[config.mk]
export PLATFORM = sky130hd
export DESIGN_NAME = control_pipeline
export DESIGN_NICKNAME = d
export VERILOG_FILES = /design/src/rtl/control_pipeline.sv
export SDC_FILE = /design/constraint.sdc
export NUM_CORES = 1
export LEC_CHECK = 0
export ABC_AREA = 0
export CAP_MARGIN = 20
export CORE_AREA = 2 2 104 106
export DETAILED_ROUTE_END_ITERATION = 16
export DIE_AREA = 0 0 106 108
export PLACE_DENSITY = 0.68
export SYNTH_ARGS = -nofsm -noshare
export SYNTH_HDL_FRONTEND = slang
export SYNTH_SLANG_ARGS = --single-unit
[constraint.sdc]
create_clock -name clk -period 2.4 [get_ports clk]
set_input_delay 0.48 -clock clk [delete_from_list [all_inputs] [get_ports clk]]
set_output_delay 0.48 -clock clk [all_outputs]
set_load 0.02 [all_outputs]
[src/rtl/control_pipeline.sv]
// Pipelined control path: D->E->M->W control/address registers, load-use and
// branch hazard resolution, E-stage forwarding selects and saturating stall/flush counters.
module control_pipeline #(
  parameter int REG_ADDR_W = 5,
  parameter int CNT_W      = 16
) (
  input  logic                  clk,
  input  logic                  reset,
  input  logic                  RegisterWrite_D,
  input  logic                  ALUSourceSelect_D,
  input  logic                  MemoryWrite_D,
  input  logic                  ResultSourceSelect_D,
  input  logic                  Branch_D,
  input  logic [2:0]            ALUcontrol_D,
  input  logic [REG_ADDR_W-1:0] rs1_D,
  input  logic [REG_ADDR_W-1:0] rs2_D,
  input  logic [REG_ADDR_W-1:0] rd_D,
  input  logic                  zero_E,
  output logic                  RegisterWrite_E,
  output logic                  ALUSourceSelect_E,
  output logic                  MemoryWrite_E,
  output logic                  ResultSourceSelect_E,
  output logic                  Branch_E,
  output logic [2:0]            ALUcontrol_E,
  output logic [REG_ADDR_W-1:0] rs1_E,
  output logic [REG_ADDR_W-1:0] rs2_E,
  output logic [REG_ADDR_W-1:0] rd_E,
  output logic                  RegisterWrite_M,
  output logic                  MemoryWrite_M,
  output logic                  ResultSourceSelect_M,
  output logic [REG_ADDR_W-1:0] rd_M,
  output logic                  RegisterWrite_W,
  output logic                  ResultSourceSelect_W,
  output logic [REG_ADDR_W-1:0] rd_W,
  output logic                  stall_F,
  output logic                  stall_D,
  output logic                  flush_D,
  output logic                  flush_E,
  output logic                  pcsrc_E,
  output logic [1:0]            forwardA_E,
  output logic [1:0]            forwardB_E,
  output logic [CNT_W-1:0]      stall_count,
  output logic [CNT_W-1:0]      flush_count
);

  typedef struct packed {
    logic                  rw;
    logic                  alusrc;
    logic                  mw;
    logic                  rs;
    logic                  br;
    logic [2:0]            alu;
    logic [REG_ADDR_W-1:0] rs1;
    logic [REG_ADDR_W-1:0] rs2;
    logic [REG_ADDR_W-1:0] rd;
  } e_t;

  typedef struct packed {
    logic                  rw;
    logic                  mw;
    logic                  rs;
    logic [REG_ADDR_W-1:0] rd;
  } m_t;

  typedef struct packed {
    logic                  rw;
    logic                  rs;
    logic [REG_ADDR_W-1:0] rd;
  } w_t;

  localparam logic [CNT_W-1:0] CNT_ONE = CNT_W'(1);
  localparam logic [CNT_W-1:0] CNT_MAX = {CNT_W{1'b1}};

  e_t               e_d, e_q;
  m_t               m_q;
  w_t               w_q;
  logic             lu;
  logic [CNT_W-1:0] stall_cnt_q, flush_cnt_q;

  always_comb begin
    e_d        = '0;
    e_d.rw     = RegisterWrite_D;
    e_d.alusrc = ALUSourceSelect_D;
    e_d.mw     = MemoryWrite_D;
    e_d.rs     = ResultSourceSelect_D;
    e_d.br     = Branch_D;
    e_d.alu    = ALUcontrol_D;
    e_d.rs1    = rs1_D;
    e_d.rs2    = rs2_D;
    e_d.rd     = rd_D;
  end

  // A load in E whose destination a D source needs; x0 never hazards.
  assign lu      = e_q.rs & e_q.rw & (e_q.rd != '0) & ((e_q.rd == rs1_D) | (e_q.rd == rs2_D));
  assign pcsrc_E = e_q.br & zero_E;
  assign stall_D = lu & ~pcsrc_E;
  assign stall_F = stall_D;
  assign flush_D = pcsrc_E;
  assign flush_E = lu | pcsrc_E;

  function automatic logic [1:0] fwd_sel(input logic [REG_ADDR_W-1:0] rs, input m_t m, input w_t w);
    if (m.rw && (m.rd != '0) && (m.rd == rs))      return 2'b10;
    else if (w.rw && (w.rd != '0) && (w.rd == rs)) return 2'b01;
    else                                           return 2'b00;
  endfunction

  assign forwardA_E = fwd_sel(e_q.rs1, m_q, w_q);
  assign forwardB_E = fwd_sel(e_q.rs2, m_q, w_q);

  always_ff @(posedge clk) begin
    if (reset) begin
      e_q <= '0;
      m_q <= '0;
      w_q <= '0;
    end else begin
      e_q <= flush_E ? '0 : e_d;
      m_q <= '{rw: e_q.rw, mw: e_q.mw, rs: e_q.rs, rd: e_q.rd};
      w_q <= '{rw: m_q.rw, rs: m_q.rs, rd: m_q.rd};
    end
  end

  always_ff @(posedge clk) begin
    if (reset) begin
      stall_cnt_q <= '0;
      flush_cnt_q <= '0;
    end else begin
      if (stall_D && (stall_cnt_q != CNT_MAX)) stall_cnt_q <= stall_cnt_q + CNT_ONE;
      if (flush_D && (flush_cnt_q != CNT_MAX)) flush_cnt_q <= flush_cnt_q + CNT_ONE;
    end
  end

  assign RegisterWrite_E      = e_q.rw;
  assign ALUSourceSelect_E    = e_q.alusrc;
  assign MemoryWrite_E        = e_q.mw;
  assign ResultSourceSelect_E = e_q.rs;
  assign Branch_E             = e_q.br;
  assign ALUcontrol_E         = e_q.alu;
  assign rs1_E                = e_q.rs1;
  assign rs2_E                = e_q.rs2;
  assign rd_E                 = e_q.rd;
  assign RegisterWrite_M      = m_q.rw;
  assign MemoryWrite_M        = m_q.mw;
  assign ResultSourceSelect_M = m_q.rs;
  assign rd_M                 = m_q.rd;
  assign RegisterWrite_W      = w_q.rw;
  assign ResultSourceSelect_W = w_q.rs;
  assign rd_W                 = w_q.rd;
  assign stall_count          = stall_cnt_q;
  assign flush_count          = flush_cnt_q;

endmodule

==> out/results.txt <==
Outcome: finished clean
PortBufs: 104
Nets: 475
Yosys warning count: 0
# DRC: 0
Placed instance area: 4420 um2
Total global-route track usage: 14.36%
R2r worst-path depth: 6
Slew HR: 53.28%
Design Area, Final: 4697 um2
Core area: 10230 um2
Routed length per placed instance: 13.67 um
Initial antenna violation count: 0
Die Ht: 108 um
Synth Area in Compound Gates: 6.470%
Fin crit period: 2.347 ns
Tcrit/Tclk final: 97.78%
Final RePlAce weighted congestion: 0.8453
Simple-Gate Fraction of Synth Area: 28.17%
Clock buffer depth: 2
Clk pin slew, worst setup/hold paths: 0.07 ns
Synth Instances: 317
Post-synthesis xor/xnor area fraction: 13.19%
DRT Pass-1 Iters: 4
# diodes: 0
# IOs: 105
Vias per inst: 4.512
Slowest cell delay on critical path: 0.53 ns
Post-Route WL: 8039 um
Critical path type: flip-flop to output pin
End of the critical path: forwardA_E[0]
P_leak: 1.860 nW
Initial DRC count: 44
Critical path depth in cells: 5
Final ANT Viol Nets: 0
EDFF count, synth: 0
Area used by multi-input combinational logic: 1663 um2
Largest family of logic cells by synthesized area: simple AND/OR/NAND/NOR gates
HP Start: rs1_D[0]
First-pass GRT wire length: 12870 um
Initial Util: 29.86%
Ys flop type: dfxtp_1
Biggest area consumer among synthesized cells: dfxtp_1
CTS Root Cell: clkbuf_8
Largest net degree at the start of global routing: 54
Setup crit start: rd_W[4]
CTS buffer count: 9
Synthesized net count: 345
Unrepaired setup endpoints after global routing: true
Final HPWL DP: 5947 um
CP startpoint kind: flip-flop
CP max-delay cell: or4_1
Netlist cell types: 41
Area grow syn2layout: 53.73%
DR vias: 2653
Reg-to-reg endpoint: rs1_E[1]
Storage element area: 1404 um2
Post-synthesis mux area share: 3.071%
Req. time, crit path: 1.92 ns
Fin Clk Skew: 0.005405 ns
Synth async-reset ratio: 0%
CTS tree: done
Hold/Removal Path Class: input port to flip-flop
Top-area cell type share of the netlist area: 45.86%
Syn_area_per_cell: 9.639 um2
Clock Sinks: 70
Critical R2R Launch: rd_E[1]
Least-Margin Pin Slew: 0.6978 ns
R2r setup slk: 0.16 ns
Filler Cells Inserted: 968
Die area: 11450 um2
Adder-Cell Fraction of Synth Area: 0.8190%
Hold path depth: 2
Hold Vio Cnt, Final: 0
Mapped Area: 3055 um2
Global route overflow: 0
Rows: 37
Buf+Inv Stages, Crit Path: 1
CP Data Arrival Time: 1.87 ns
PwrDens: 534.6 nW/um2
Synth top area cells: dfxtp_1, xor2_1, xnor2_1
Die X: 106 um
Max Fanout on Critical Path: 4
Crit path cell chain: or4_4 -> o21ai_1 -> or4_1 -> nor4_2 -> buf_4
Max Cap Viol: 0
Final setup viols: 0
Largest delay share family, worst path: simple AND/OR/NAND/NOR gates
Max-slew violation count: 0
Layout Utilization: 45.91%
Seq cells post-synth: 70
Peak VDD IR: 0.2432 mV
Crit end category: output pin
Post-synthesis sequential area ratio: 45.86%
Max Fclk: 0.4261 GHz
H-tree Lvls: 3
Final Power: 2.511 mW
Clk Latency, worst-skew pair: 0.34 ns
Vias in the first global route: 2678
Layout cell share with drive strength beyond 1: 16.15%
[kinds of logic (layout without fill, tap and decap cells)]
group | after synthesis | in the layout
mux | 8 | 8
buf+inv | 14 | 148
simple gates | 152 | 153
xor+xnor | 46 | 46
flops | 70 | 70
fa+ha+maj | 2 | 2
compound gates | 25 | 25
[metal layers]
| metal | track usage [%] | vias up | routed length (um) |
|---|---|---|---|
| met1 | 16.82 | 1221 | 3547 |
| met5 | 0 | - | 0 |
| li1 | - | 1347 | - |
| met2 | 24.93 | 70 | 3941 |
| met4 | 6.579 | 0 | 188 |
| met3 | 3.496 | 15 | 361 |
[worst min path at each step]
stage | to
finish | rs1_E[0]
floorplan | MemoryWrite_M
global route | rs1_E[0]
global placement | MemoryWrite_M
detailed placement | MemoryWrite_M
CTS | MemoryWrite_M
[where the power goes]
part           internal, mW  switching [mW]  total (mW)
Combinational         0.172           0.152       0.325
Clock                 0.536           0.426       0.962
Sequential             1.19          0.0302        1.22
[state kept, by name (all words and copies together) (netlist names), 3 cells and up]
register,cells
stall_count,16
rs2_E,5
ALUcontrol_E,3
flush_count,16
rd_M,5
rd_W,5
rs1_E,5
rd_E,5
[what timing repair did]
action                                  in CTS  in global routing
hold buffers                                 0                  0
setup buffers                                1                  0
resized for setup                           48                 11
pin swaps                                    8                  8
gates cloned                                 0                  1
endpoints found under the setup margin      30                 32
[layout by cell type, fill, tap and decap left out, types with 17 or more instances in the layout]
cell / instances
xor2_1: 26
and2_1: 25
nand2_1: 17
nand3_1: 17
nor2b_1: 20
dfxtp_1: 68
nor2_1: 27
buf_4: 29
xnor2_1: 20
clkdlybuf4s50_1: 87
[layout make-up]
type / instances / share of cell area, %
clock buffers: 13 / 3.383
clock inverters: 3 / 0.9057
inverters: 2 / 0.1598
multi-input cells: 234 / 35.40
flip-flops and latches: 70 / 29.89
well taps: 136 / 3.623
repair buffers: 130 / 26.64
[stage by stage]
| stage | setup slack, ns | hold slack [ns] | TNS [ns] | instances |
|---|---|---|---|---|
| global placement | -0.5314 | 0.4528 | -11.72 | 570 |
| global route | -0.04521 | 0.4044 | -0.04521 | 588 |
| CTS | -0.02221 | 0.4692 | -0.02221 | 587 |
| floorplan | 0.09161 | 0.5462 | 0 | 317 |
| detailed placement | -0.5331 | 0.4590 | -13.70 | 570 |
| finish | 0.05333 | 0.4108 | 0 | 588 |
[synth_stat cells (2+ instances only)]
cell and n:
nand4_1 8, nand2_1 18, ha_1 2, mux2_4 2, and3_1 4, o31ai_1 5, nor2_1 28, mux2_1 3
and4_1 5, buf_4 2, mux2i_1 3, xnor2_1 20, and2_1 25, nand3_1 17, dfxtp_1 70, nor3_2 2
o21ai_0 5, o211ai_1 2, nor2b_1 20, nor4_1 6, a21oi_1 6, buf_2 2, clkbuf_1 7, inv_1 2
nor3_1 3, xor2_1 26, or4_1 10
(Power assumes the default switching activity.)
